`src/rtl/fp_pkg.sv`:
```
`default_nettype none
// ============================================================================
//  Module      : fp_pkg
//  Description : Shared definitions for the floating-point operand alignment
//                pipeline: default field widths, guard/round/sticky width and
//                the record describing one aligned operand pair.
//  Revision    : 1.0  initial release
// ============================================================================
package fp_pkg;

    localparam int FP_EXP_W = 8;                    // default exponent width
    localparam int FP_MAN_W = 24;                   // default mantissa width (hidden bit incl.)
    localparam int FP_GRS_W = 3;                    // guard, round, sticky
    localparam int FP_EXT_W = FP_MAN_W + FP_GRS_W;  // extended mantissa width

    // Aligned operand pair in the default (single-precision-like) format.
    typedef struct packed {
        logic                sign_big;
        logic                sign_small;
        logic [FP_EXP_W-1:0] exp;
        logic [FP_EXT_W-1:0] man_big;
        logic [FP_EXT_W-1:0] man_small;
        logic [FP_EXP_W-1:0] shift;
        logic                swapped;
        logic                eff_sub;
    } fp_align_t;

endpackage
`default_nettype wire

```
`src/rtl/fp_sticky_shift.sv`:
```
`default_nettype none
// ============================================================================
//  Module      : fp_sticky_shift
//  Description : Combinational logical right shift with sticky collection.
//                Every bit shifted out of x_i is ORed into the result LSB.
//  Ports       : x_i      extended mantissa {man, GRS}
//                shift_i  right-shift distance (unsaturated)
//                y_o      shifted value with sticky folded into bit 0
//  Revision    : 1.0  initial release
// ============================================================================
module fp_sticky_shift #(
    parameter int EXT_W = 27,
    parameter int EXP_W = 8
) (
    input  logic [EXT_W-1:0] x_i,
    input  logic [EXP_W-1:0] shift_i,
    output logic [EXT_W-1:0] y_o
);

    logic [EXT_W-1:0] shifted_w;
    logic [EXT_W-1:0] lost_mask_w;
    logic             sticky_w;

    // A shift distance of EXT_W or more empties the shifted value and turns
    // the mask into all ones, so the saturated case needs no separate branch:
    // the result collapses to {0..0, |x_i}.
    assign shifted_w   = x_i >> shift_i;
    assign lost_mask_w = ~({EXT_W{1'b1}} << shift_i);
    assign sticky_w    = |(x_i & lost_mask_w);
    assign y_o         = {shifted_w[EXT_W-1:1], shifted_w[0] | sticky_w};

endmodule
`default_nettype wire

```
`src/rtl/fp_align_pipe.sv`:
```
`default_nettype none
// ============================================================================
//  Module      : fp_align_pipe
//  Description : Two-stage operand alignment for FP add/sub.
//                S1 compares magnitudes and swaps so the larger operand is
//                "big"; S2 right-shifts the smaller mantissa by the exponent
//                difference, keeping guard/round/sticky. Valid/ready on both
//                sides, 2-cycle latency, 1 pair/cycle throughput.
//  Ports       : clk, rst_n (async, active-low)
//                in_*   operand pair + in_valid/in_ready handshake
//                out_*  aligned result + out_valid/out_ready handshake
//  Revision    : 1.0  initial release
// ============================================================================
module fp_align_pipe
    import fp_pkg::*;
#(
    parameter int EXP_W = FP_EXP_W,
    parameter int MAN_W = FP_MAN_W
) (
    input  logic                        clk,
    input  logic                        rst_n,
    input  logic                        in_valid,
    output logic                        in_ready,
    input  logic                        in_sign_a,
    input  logic                        in_sign_b,
    input  logic [EXP_W-1:0]            in_exp_a,
    input  logic [EXP_W-1:0]            in_exp_b,
    input  logic [MAN_W-1:0]            in_man_a,
    input  logic [MAN_W-1:0]            in_man_b,
    output logic                        out_valid,
    input  logic                        out_ready,
    output logic                        out_sign_big,
    output logic                        out_sign_small,
    output logic [EXP_W-1:0]            out_exp,
    output logic [MAN_W+FP_GRS_W-1:0]   out_man_big,
    output logic [MAN_W+FP_GRS_W-1:0]   out_man_small,
    output logic [EXP_W-1:0]            out_shift,
    output logic                        out_swapped,
    output logic                        out_eff_sub
);

    localparam int EXT_W = MAN_W + FP_GRS_W;

    // ---------------- handshake / stage enables ----------------
    logic s1_valid_q, s1_valid_d;
    logic s2_valid_q, s2_valid_d;
    logic s2_adv_w;     // S2 may take new content this cycle
    logic s1_load_w;    // S1 may take new content this cycle

    assign s2_adv_w  = !s2_valid_q || out_ready;
    assign in_ready  = !s1_valid_q || !s2_valid_q || out_ready;
    assign s1_load_w = in_ready;

    assign s1_valid_d = s1_load_w ? in_valid   : s1_valid_q;
    assign s2_valid_d = s2_adv_w  ? s1_valid_q : s2_valid_q;

    // ---------------- S1: compare and swap ----------------
    logic             a_big_w;
    logic             s1_sign_big_d,  s1_sign_big_q;
    logic             s1_sign_small_d, s1_sign_small_q;
    logic [EXP_W-1:0] s1_exp_d,       s1_exp_q;
    logic [MAN_W-1:0] s1_man_big_d,   s1_man_big_q;
    logic [MAN_W-1:0] s1_man_small_d, s1_man_small_q;
    logic [EXP_W-1:0] s1_shift_d,     s1_shift_q;
    logic             s1_swapped_d,   s1_swapped_q;
    logic             s1_eff_sub_d,   s1_eff_sub_q;

    // Ties (equal exponent and mantissa) keep a as the big operand.
    assign a_big_w = (in_exp_a > in_exp_b) ||
                     ((in_exp_a == in_exp_b) && (in_man_a >= in_man_b));

    always_comb begin
        s1_sign_big_d   = a_big_w ? in_sign_a : in_sign_b;
        s1_sign_small_d = a_big_w ? in_sign_b : in_sign_a;
        s1_exp_d        = a_big_w ? in_exp_a  : in_exp_b;
        s1_man_big_d    = a_big_w ? in_man_a  : in_man_b;
        s1_man_small_d  = a_big_w ? in_man_b  : in_man_a;
        s1_shift_d      = a_big_w ? (in_exp_a - in_exp_b) : (in_exp_b - in_exp_a);
        s1_swapped_d    = !a_big_w;
        s1_eff_sub_d    = in_sign_a ^ in_sign_b;
    end

    always_ff @(posedge clk or negedge rst_n) begin
        if (!rst_n) begin
            s1_valid_q      <= 1'b0;
            s1_sign_big_q   <= 1'b0;
            s1_sign_small_q <= 1'b0;
            s1_exp_q        <= '0;
            s1_man_big_q    <= '0;
            s1_man_small_q  <= '0;
            s1_shift_q      <= '0;
            s1_swapped_q    <= 1'b0;
            s1_eff_sub_q    <= 1'b0;
        end else begin
            s1_valid_q <= s1_valid_d;
            if (s1_load_w && in_valid) begin
                s1_sign_big_q   <= s1_sign_big_d;
                s1_sign_small_q <= s1_sign_small_d;
                s1_exp_q        <= s1_exp_d;
                s1_man_big_q    <= s1_man_big_d;
                s1_man_small_q  <= s1_man_small_d;
                s1_shift_q      <= s1_shift_d;
                s1_swapped_q    <= s1_swapped_d;
                s1_eff_sub_q    <= s1_eff_sub_d;
            end
        end
    end

    // ---------------- S2: shift and sticky ----------------
    logic [EXT_W-1:0] s2_man_big_d,   s2_man_big_q;
    logic [EXT_W-1:0] s2_man_small_d, s2_man_small_q;
    logic             s2_sign_big_q,  s2_sign_small_q;
    logic [EXP_W-1:0] s2_exp_q,       s2_shift_q;
    logic             s2_swapped_q,   s2_eff_sub_q;

    assign s2_man_big_d = {s1_man_big_q, {FP_GRS_W{1'b0}}};

    fp_sticky_shift #(
        .EXT_W (EXT_W),
        .EXP_W (EXP_W)
    ) u_sticky_shift (
        .x_i     ({s1_man_small_q, {FP_GRS_W{1'b0}}}),
        .shift_i (s1_shift_q),
        .y_o     (s2_man_small_d)
    );

    always_ff @(posedge clk or negedge rst_n) begin
        if (!rst_n) begin
            s2_valid_q      <= 1'b0;
            s2_sign_big_q   <= 1'b0;
            s2_sign_small_q <= 1'b0;
            s2_exp_q        <= '0;
            s2_man_big_q    <= '0;
            s2_man_small_q  <= '0;
            s2_shift_q      <= '0;
            s2_swapped_q    <= 1'b0;
            s2_eff_sub_q    <= 1'b0;
        end else begin
            s2_valid_q <= s2_valid_d;
            // Output data only moves when S2 advances, so it is frozen
            // while the downstream stalls.
            if (s2_adv_w && s1_valid_q) begin
                s2_sign_big_q   <= s1_sign_big_q;
                s2_sign_small_q <= s1_sign_small_q;
                s2_exp_q        <= s1_exp_q;
                s2_man_big_q    <= s2_man_big_d;
                s2_man_small_q  <= s2_man_small_d;
                s2_shift_q      <= s1_shift_q;
                s2_swapped_q    <= s1_swapped_q;
                s2_eff_sub_q    <= s1_eff_sub_q;
            end
        end
    end

    assign out_valid      = s2_valid_q;
    assign out_sign_big   = s2_sign_big_q;
    assign out_sign_small = s2_sign_small_q;
    assign out_exp        = s2_exp_q;
    assign out_man_big    = s2_man_big_q;
    assign out_man_small  = s2_man_small_q;
    assign out_shift      = s2_shift_q;
    assign out_swapped    = s2_swapped_q;
    assign out_eff_sub    = s2_eff_sub_q;

endmodule
`default_nettype wire
```
`config.mk`:
```
export PLATFORM = sky130hd
export DESIGN_NAME = fp_align_pipe
export DESIGN_NICKNAME = d
export VERILOG_FILES = /design/src/rtl/fp_pkg.sv /design/src/rtl/fp_sticky_shift.sv /design/src/rtl/fp_align_pipe.sv
export SDC_FILE = /design/constraint.sdc
export NUM_CORES = 1
export LEC_CHECK = 0
export BUFFER_PORTS_ARGS = -buffer_cell sky130_fd_sc_hd__buf_4
export CORE_ASPECT_RATIO = 1.2
export CORE_MARGIN = 2
export CORE_UTILIZATION = 60
export DETAILED_ROUTE_END_ITERATION = 10
export PLACE_DENSITY = 0.84
export SETUP_SLACK_MARGIN = 0.02
export SLEW_MARGIN = 20
export SYNTH_ARGS = -nofsm -noshare
export SYNTH_HDL_FRONTEND = slang
export SYNTH_SLANG_ARGS = --single-unit
```
`constraint.sdc`:
```
create_clock -name clk -period 6 [get_ports clk]
set_input_delay 0.3 -clock clk [delete_from_list [all_inputs] [get_ports clk]]
set_output_delay 0.3 -clock clk [all_outputs]
set_load 0.01 [all_outputs]
```
Yosys cells after proc, flatten, opt, wreduce, memory -nomap -nowiden
Index checks and enable logic that the tools add are counted.
{"block": "totals", "reg_bits": 141, "latch_bits": 0, "ram_bits": 0, "mem_bits_ro": 0, "inputBits": 70, "word_cells": 46, "memories": 0}
{"block": "classes", "add_sub_neg": 2, "multipliers": 0, "div_mod_pow": 0, "magnitude_cmp": 2, "n_eq_ne": 1, "shifts": 2, "mux": 6, "bitwise_logic": 4, "reduce_logical": 11}
{"operator": "$mux 24", "n": 2}
{"operator": "$and 27x27->27", "n": 1}
{"operator": "$not 27->27", "n": 1}
{"operator": "$reduce_or 27->1", "n": 1}
{"operator": "$shl 27x8->27 const A", "n": 1}
{"operator": "$shr 27x8->27", "n": 1}
{"operator": "$ge 24x24->1", "n": 1}
{"operator": "$mux 8", "n": 2}
{"operator": "$sub 8x8->8", "n": 2}
{"operator": "$eq 8x8->1", "n": 1}
{"operator": "$gt 8x8->1", "n": 1}
{"operator": "$logic_or 1x1->1", "n": 4}
{"operator": "$logic_and 1x1->1", "n": 3}
{"operator": "$logic_not 1->1", "n": 3}
{"operator": "$mux 1", "n": 2}
{"operator": "$or 1x1->1", "n": 1}
{"operator": "$xor 1x1->1", "n": 1}

Depth between registers and ports, before layout
Gate-level depths: netlist of the first run.
{"block": "depth", "ltp_word": 5, "depth_mapped": 12}

Hierarchy
From an unflattened synthesis of the first run, not the netlist that was laid out.
{"block": "hier_totals", "hier_cells": 980, "hier_area_um2": 9082.5}
{"module": "fp_align_pipe", "instances": 1, "cells_per_inst": 710, "area_each_um2": 7028.0}
{"module": "fp_sticky_shift", "instances": 1, "cells_per_inst": 270, "area_each_um2": 2054.5}

Least setup slack after synthesis of the first run
Ideal clock, no wire load.
{"block": "synth_timing", "path_kind": "input-to-reg", "from": "input in_exp_a[3]", "to": "register s1_shift_q[3]", "setup_ns": 0.132, "t_arrival_ns": 2.371, "path_slack_ns": 3.497, "cell_stages": 11, "n_path_buf": 2, "path_cell_list": "inv_1 ha_1 buf_6 a21oi_4 a31oi_1 a211o_1 and2_4 buf_6 or3_4 nand3_2 or3b_1"}
{"block": "synth_via", "elab_chain_len": 4, "word_cells_on_any_way": 7}
{"item": "from (decl)", "line_no": "fp_align_pipe.sv:26", "rtl": "input logic [EXP_W-1:0] in_exp_a,"}
{"item": "parallel branches: the longest is 3 deep, another holds $gt 8x8->1"}
{"item": "$mux 8 *", "line_no": "fp_align_pipe.sv:78", "rtl": "s1_shift_d = a_big_w ? (in_exp_a - in_exp_b) : (in_exp_b - in_exp_a);"}
{"item": "to (signal assigned)", "line_no": "fp_align_pipe.sv:102", "rtl": "s1_shift_q <= s1_shift_d;"}
{"item": "to (decl)", "line_no": "fp_align_pipe.sv:64", "rtl": "logic [EXP_W-1:0] s1_shift_d, s1_shift_q;"}
Mark *: on every way between the ends.
A chain may end at the register's enable or synchronous reset.

Final worst setup path of the first run
{"block": "layout_timing", "from": "input in_exp_a[3]", "to": "register s1_man_big_q[4]"}
{"block": "layout_via", "elab_chain_len": 4, "word_cells_on_any_way": 5}
{"item": "parallel branches: the longest is 2 deep, another holds $gt 8x8->1"}
{"item": "$logic_or 1x1->1 *", "line_no": "fp_align_pipe.sv:69", "rtl": "assign a_big_w = (in_exp_a > in_exp_b) ||"}
{"item": "$mux 24 *", "line_no": "fp_align_pipe.sv:76", "rtl": "s1_man_big_d = a_big_w ? in_man_a : in_man_b;"}
{"item": "to (signal assigned)", "line_no": "fp_align_pipe.sv:100", "rtl": "s1_man_big_q <= s1_man_big_d;"}
{"item": "to (decl)", "line_no": "fp_align_pipe.sv:62", "rtl": "logic [MAN_W-1:0] s1_man_big_d, s1_man_big_q;"}
Marked as above.

==> flow_summary.toml, run 1 <==
[logic_synthesis]
synth-seq-cells = 141
yosysTopAreaCell = "dfrtp_1"
ys_async_sr_fraction_pct = 100.0
synth.cell_area_um2 = 8665
syn_inst = 933
yosys.cell_types.count = 69
yosys.area.top_type_share_pct = 40.72
avgSynthCellArea_um2 = 9.287
synth.area.top_cells = "dfrtp_1, mux2_2, o21ai_0, mux2i_1, ha_1"
ys_seq_area_share_pct = 40.72
ys.warnings.count = 0
synth-edff-count = 0
synth_flop_cell = "dfrtp_1"

[layout]
multi_input_area_um2 = 4668
syn_to_final_growth_pct = 19.02
nNetsFinal = 1149
final_common_cell = "buf_4"
fill_cells = 1069
final_cell_mix = "buf_4, dfrtp_1, nand2_1"
antenna_cells = 0
drive_gt1_share_pct = 24.83
ff_latch_area_um2 = 3528

[setup_path]
required_ns = 6.26
crit_type = "primary input to flop"
crit_path_start_kind = "primary input"
rrSetupSlack_ns = 3.31
r2r_end = "out_man_small[0]$_DFFE_PN0P_"
r2r_cells = 7
cp.arrival_ns = 3.43
worst-path-max-fanout = 38
crit_start = "in_exp_a[3]"
r2r_start = "s1_shift_q[4]$_DFFE_PN0P_"
end_kind = "flop"
worstSetupEndpoint = "s1_man_big_q[4]$_DFFE_PN0P_"

[sta]
setup_viol = 0
tns_ns = 0
hold_viol_final = 0
skew_ns = 0.005467
setup_slack_ns = 2.832
max_freq_mhz = 315.6
worstMarginPinSlew_ns = 1.079
period_minus_slack_ns = 3.168
grt_setup_unrepaired = "no"
period_share_pct = 52.81
slew_headroom_pct = 27.87
drv_slew = 0

[clock_tree]
clk_pin_slew_ns = 0.06
clock_latency_ns = 0.43
cts_num_sinks = 141
htreeDepth = 4
cts_tree = "done"
ctsRootBufferMaster = "clkbuf_16"
cts.path.max_buffers = 2
cts-buffers-inserted = 17
postCtsSetupRepairBufs = 0

[power_and_ir_drop]
p_leak_nw = 4.904
power.density_nw_per_um2 = 344.8
irDropWorstVdd_mv = 0.2023

[placed_design]
pre_cts_ws_ns = 2.414
port_buffers = 142
place.gp.congestion = 0.9117
place_hpwl_mm = 16.03

[die]
coreArea_um2 = 14230
ios = 146
num_rows = 48
dieArea_um2 = 15420
die_y_um = 135.6
start_util_pct = 60.87
die_w_um = 113.7

[global_route]
antenna_found_initial = 0
grt_pass1_vias = 7397
grt_max_degree = 101
grt_pass1_wl_mm = 36.37
overflow = 0
grt_use_total_pct = 29.80

[routing]
remaining_drc_errors = 0
postRouteAntennaNets = 0
vias_per_cell = 6.157
drtIter0Drc = 655
dr.pass1.iters = 6
dr_total_vias = 7549
wl_mm = 22.26
wire_per_inst_um = 18.15

[run_status]
status = "completed"

[worst_hold_path]
worstHoldPathType = "primary input to flop"

[job]
maxCapViolCount = 0
==> cell usage after synthesis (4+ instances only) <==
| master | instances |
|---|---|
| and2_1 | 4 |
| nand3_1 | 16 |
| a21oi_1 | 97 |
| nand2_1 | 124 |
| dfrtp_1 | 141 |
| nand2b_1 | 4 |
| a22o_1 | 17 |
| a31oi_1 | 6 |
| clkbuf_1 | 40 |
| a21o_1 | 8 |
| buf_2 | 11 |
| buf_1 | 8 |
| nor2_1 | 39 |
| mux2i_1 | 52 |
| o22ai_1 | 6 |
| buf_4 | 7 |
| nor3_1 | 10 |
| ha_1 | 39 |
| inv_1 | 46 |
| o21ai_0 | 109 |
| a221oi_1 | 4 |
| o211ai_1 | 5 |
| mux2_2 | 50 |
| mux4_2 | 9 |
| nand4_1 | 5 |
==> metal layers <==
metal,part of all wire (%),wire length [um],vias to the layer above,global-route usage (%)
met5,0,0,-,0
met4,4.0,884,0,14.77
met3,6.6,1473,67,6.353
met2,49,10820,307,49.27
met1,41,9076,3628,37.15
li1,-,-,3547,-
==> worst min path at each step <==
stage,from,endpoint,slack [ns],cells after the start
5_1_grt,in_valid,s1_valid_q$_DFFE_PN0N_,0.10,2
3_5_place_dp,rst_n,out_man_small[1]$_DFFE_PN0P_,0.37,1
2_1_floorplan,rst_n,out_eff_sub$_DFFE_PN0P_,0.004,0
3_3_place_gp,rst_n,out_man_small[3]$_DFFE_PN0P_,0.38,1
6_report,in_valid,s1_valid_q$_DFFE_PN0N_,0.11,2
4_1_cts,in_valid,s1_valid_q$_DFFE_PN0N_,0.1,2
==> per-stage QoR <==
stage	hold WS (ns)	total power [mW]	cells	utilization, %	instance area, um2
6_report	0.1102	3.556	1226	72.45	10310
5_1_grt	0.1021	3.755	1226	72.45	10310
4_1_cts	0.09687	3.552	1226	72.43	10310
3_5_place_dp	0.3726	2.538	1193	68.36	9731
3_3_place_gp	0.3779	2.504	1193	68.35	9728
2_1_floorplan	0.004409	2.079	935	-	8672
==> sequential cells by signal, summed over array words and instances (netlist names), 8 cells and up <==
register	cells
out_man_big	24
s1_man_big_q	24
s1_man_small_q	24
s1_exp_q	8
out_shift	8
out_man_small	27
s1_shift_q	8
out_exp	8
==> cell families after synthesis <==
family | share of synthesized area (%)
and+or+nand+nor | 12.30
AOI/OAI and AO/OA | 20.12
buffers and inverters | 5.661
muxes | 14.84
DFF | 40.72
adders and majority gates | 6.209
xor gates and xnor gates | 0.1011
other | 0.04328
==> power by group <==
group	internal (mW)	switching, mW	leakage [nW]	total, mW
clock	0.591	0.420	0.264	1.01
combinational	0.556	0.666	2.87	1.22
sequential	1.15	0.171	1.77	1.32
total	2.30	1.26	4.90	3.56
==> critical path: stages <==
cell and delay, ns:
buf_4 0.09, inv_1 0.05, ha_1 0.42, a21oi_4 0.23
a31oi_1 0.11, a211o_1 0.39, and2_4 0.21, nor2_4 0.82
buf_4 0.48, mux2i_1 0.21, o21ai_0 0.10
==> area by class of cell <==
| type | instances | area share (%) |
|---|---|---|
| inverters | 48 | 1.747 |
| clock buffers | 19 | 4.392 |
| well taps | 175 | 2.123 |
| multi-input cells | 678 | 45.27 |
| repair buffers | 152 | 11.13 |
| flip-flops and latches | 141 | 34.21 |
| clock inverters | 13 | 1.128 |
==> what timing repair did <==
item | 4_1_cts | 5_1_grt
hold buffers | 1 | 0
resized for setup | 0 | 0
hold endpoints to repair | 78 | 0
No activity file was read; power rests on OpenSTA's default activity.
==> run 2: changes to the inputs <==
--- a/config.mk
+++ b/config.mk
@@ -8,9 +8,9 @@
 export BUFFER_PORTS_ARGS = -buffer_cell sky130_fd_sc_hd__buf_4
 export CORE_ASPECT_RATIO = 1.2
 export CORE_MARGIN = 2
-export CORE_UTILIZATION = 60
+export CORE_UTILIZATION = 52
 export DETAILED_ROUTE_END_ITERATION = 10
-export PLACE_DENSITY = 0.84
+export PLACE_DENSITY = 0.78
 export SETUP_SLACK_MARGIN = 0.02
 export SLEW_MARGIN = 20
 export SYNTH_ARGS = -nofsm -noshare
==> constraint.sdc (replaced) <==
create_clock -name clk -period 2.65 [get_ports clk]
set_input_delay 0.1325 -clock clk [delete_from_list [all_inputs] [get_ports clk]]
set_output_delay 0.1325 -clock clk [all_outputs]
set_load 0.01 [all_outputs]
==> run 2 against run 1 <==
Total power is 140% higher. Setup slack worse by 2.7 ns. Non-clock buffer count increased by 47. Clock power grew 140%. First-iteration DRC count is 15% lower. Count of clock-buffer cells in the layout is 1 lower. Combinational power up 140%. Cell count grew 6.9%. Worst hold slack worse by 0.094 ns. Clock skew rose by 0.0031 ns. Sequential share of layout area is 1.5 points lower. Critical path type unchanged. Largest cell class unchanged.
==> flow_summary.toml, run 2 (synthesized netlist as in run 1, its figures left out) <==
[setup_path]
crit_type = "primary input to flop"
worst-path-max-fanout = 7
crit_path_start_kind = "primary input"
required_ns = 2.95
crit_start = "in_exp_a[7]"
r2r_end = "out_man_small[5]$_DFFE_PN0P_"
rrSetupSlack_ns = 0.35
r2r_start = "s1_shift_q[0]$_DFFE_PN0P_"
worstSetupEndpoint = "s1_shift_q[3]$_DFFE_PN0P_"
r2r_cells = 7
end_kind = "flop"
cp.arrival_ns = 2.81

[power_and_ir_drop]
power_mw = 8.397
p_comb_share_pct = 35.4
p_leak_nw = 5.158
p_clk_share_pct = 28.8
p_sw_share_pct = 35.32
p_sw_mw = 2.966
power.density_nw_per_um2 = 777.2
seqPwrFrac_pct = 35.8
internal-power_mw = 5.432
irDropWorstVdd_mv = 0.4576

[sta]
tns_ns = 0
period_minus_slack_ns = 2.510
grt_setup_unrepaired = "yes"
drv_slew = 0
setup_viol = 0
period_share_pct = 94.71
hold_viol_final = 0
max_freq_mhz = 398.4
whs_ns = 0.01619
slew_headroom_pct = 56.33
setup_slack_ns = 0.1401
worstMarginPinSlew_ns = 0.6550
skew_ns = 0.008529

[die]
ios = 146
die_y_um = 145.4
start_util_pct = 53.25
coreArea_um2 = 16270
dieArea_um2 = 17720
num_rows = 51
die_w_um = 121.8

[global_route]
grt_pass1_wl_mm = 38.21
grt_pass1_vias = 7561
antenna_found_initial = 0
overflow = 0
grt_use_total_pct = 27.25
grt_max_degree = 99

[placed_design]
placed_area_um2 = 10110
place.gp.congestion = 0.9251
pre_cts_ws_ns = -0.004853
place_hpwl_mm = 17.38
port_buffers = 142
dp_cells = 1268

[clock_tree]
cts_num_sinks = 141
cts-buffers-inserted = 17
cts.path.max_buffers = 2
cts_tree = "done"
clock_latency_ns = 0.43
htreeDepth = 4
clk_pin_slew_ns = 0.06
ctsRootBufferMaster = "clkbuf_16"

[layout]
nNetsFinal = 1196
antenna_cells = 0
final_common_cell = "buf_4"
post-route-util_pct = 66.40
drive_gt1_share_pct = 27.50
finalNonFillerCells = 1310
syn_to_final_growth_pct = 24.69
final_cell_mix = "buf_4, dfrtp_1, nand2_1"
final_area_um2 = 10800
fill_cells = 1313
largest_register_ffs = 27

[worst_hold_path]
worstHoldPathType = "primary input to flop"
hold_path_depth = 3

[run_status]
status = "completed"

[routing]
dr.pass1.iters = 5
vias_per_cell = 5.899
postRouteAntennaNets = 0
wire_per_inst_um = 18.21
remaining_drc_errors = 0
wl_mm = 23.86
dr_total_vias = 7728
drtIter0Drc = 559

[job]
maxCapViolCount = 0
[run 2: worst min path at each step]
stage / startpoint / slack [ns] / to
detailed placement: rst_n / 0.19 / out_man_small[5]$_DFFE_PN0P_
finish: in_man_a[8] / 0.02 / s1_man_small_q[8]$_DFFE_PN0P_
floorplan: rst_n / -0.16 / out_eff_sub$_DFFE_PN0P_
global placement: rst_n / 0.19 / out_man_small[5]$_DFFE_PN0P_
CTS: in_man_b[5] / 0.003 / s1_man_big_q[5]$_DFFE_PN0P_
global route: in_man_b[5] / 0.005 / s1_man_big_q[5]$_DFFE_PN0P_
[run 2: layout make-up]
cell class / instances / area (um2) / share of cell area [%]
multi-input combinational: 678 / 4666 / 43.18
clock inverter: 14 / 158.9 / 1.471
sequential: 141 / 3530 / 32.67
tap: 212 / 265.3 / 2.455
timing repair buffer: 199 / 1565 / 14.49
inverter: 48 / 180.2 / 1.668
clock buffer: 18 / 439.2 / 4.065
[run 2: power groups by stage]
stage | clock, mW | sequential (mW) | combinational [mW]
detailed placement | 0 | 3.04 | 2.92
global placement | 0 | 3.01 | 2.87
floorplan | 0 | 3.02 | 1.69
global route | 2.55 | 3.06 | 3.22
finish | 2.42 | 3.01 | 2.97
CTS | 2.44 | 3.00 | 2.95
[run 2: timing repair]
action                                  4_1_cts  5_1_grt
gates resized for setup                       0        3
hold endpoints to repair                     71        0
setup buffers                                 0        3
endpoints found under the setup margin        0       25
hold buffers                                  7        0
[run 2: routing by layer]
layer  share of wire (%)  wire length (um)  track usage, %  vias up
met2                  49             11660           45.59      293
li1                    -                 -               -     3636
met5                   0                 0               0        -
met3                 5.8              1373           6.034       79
met4                 4.0               951           11.26        0
met1                  41              9868           33.89     3720
[run 2: critical path: stages]
cell and delay, ns:
dlygate4sd3_1 0.54, buf_4 0.14, ha_1 0.37, nand4_1 0.15, nor3_1 0.24, o221ai_1 0.20
and2_4 0.24, or3_4 0.39, nand3_2 0.07, or3b_1 0.34
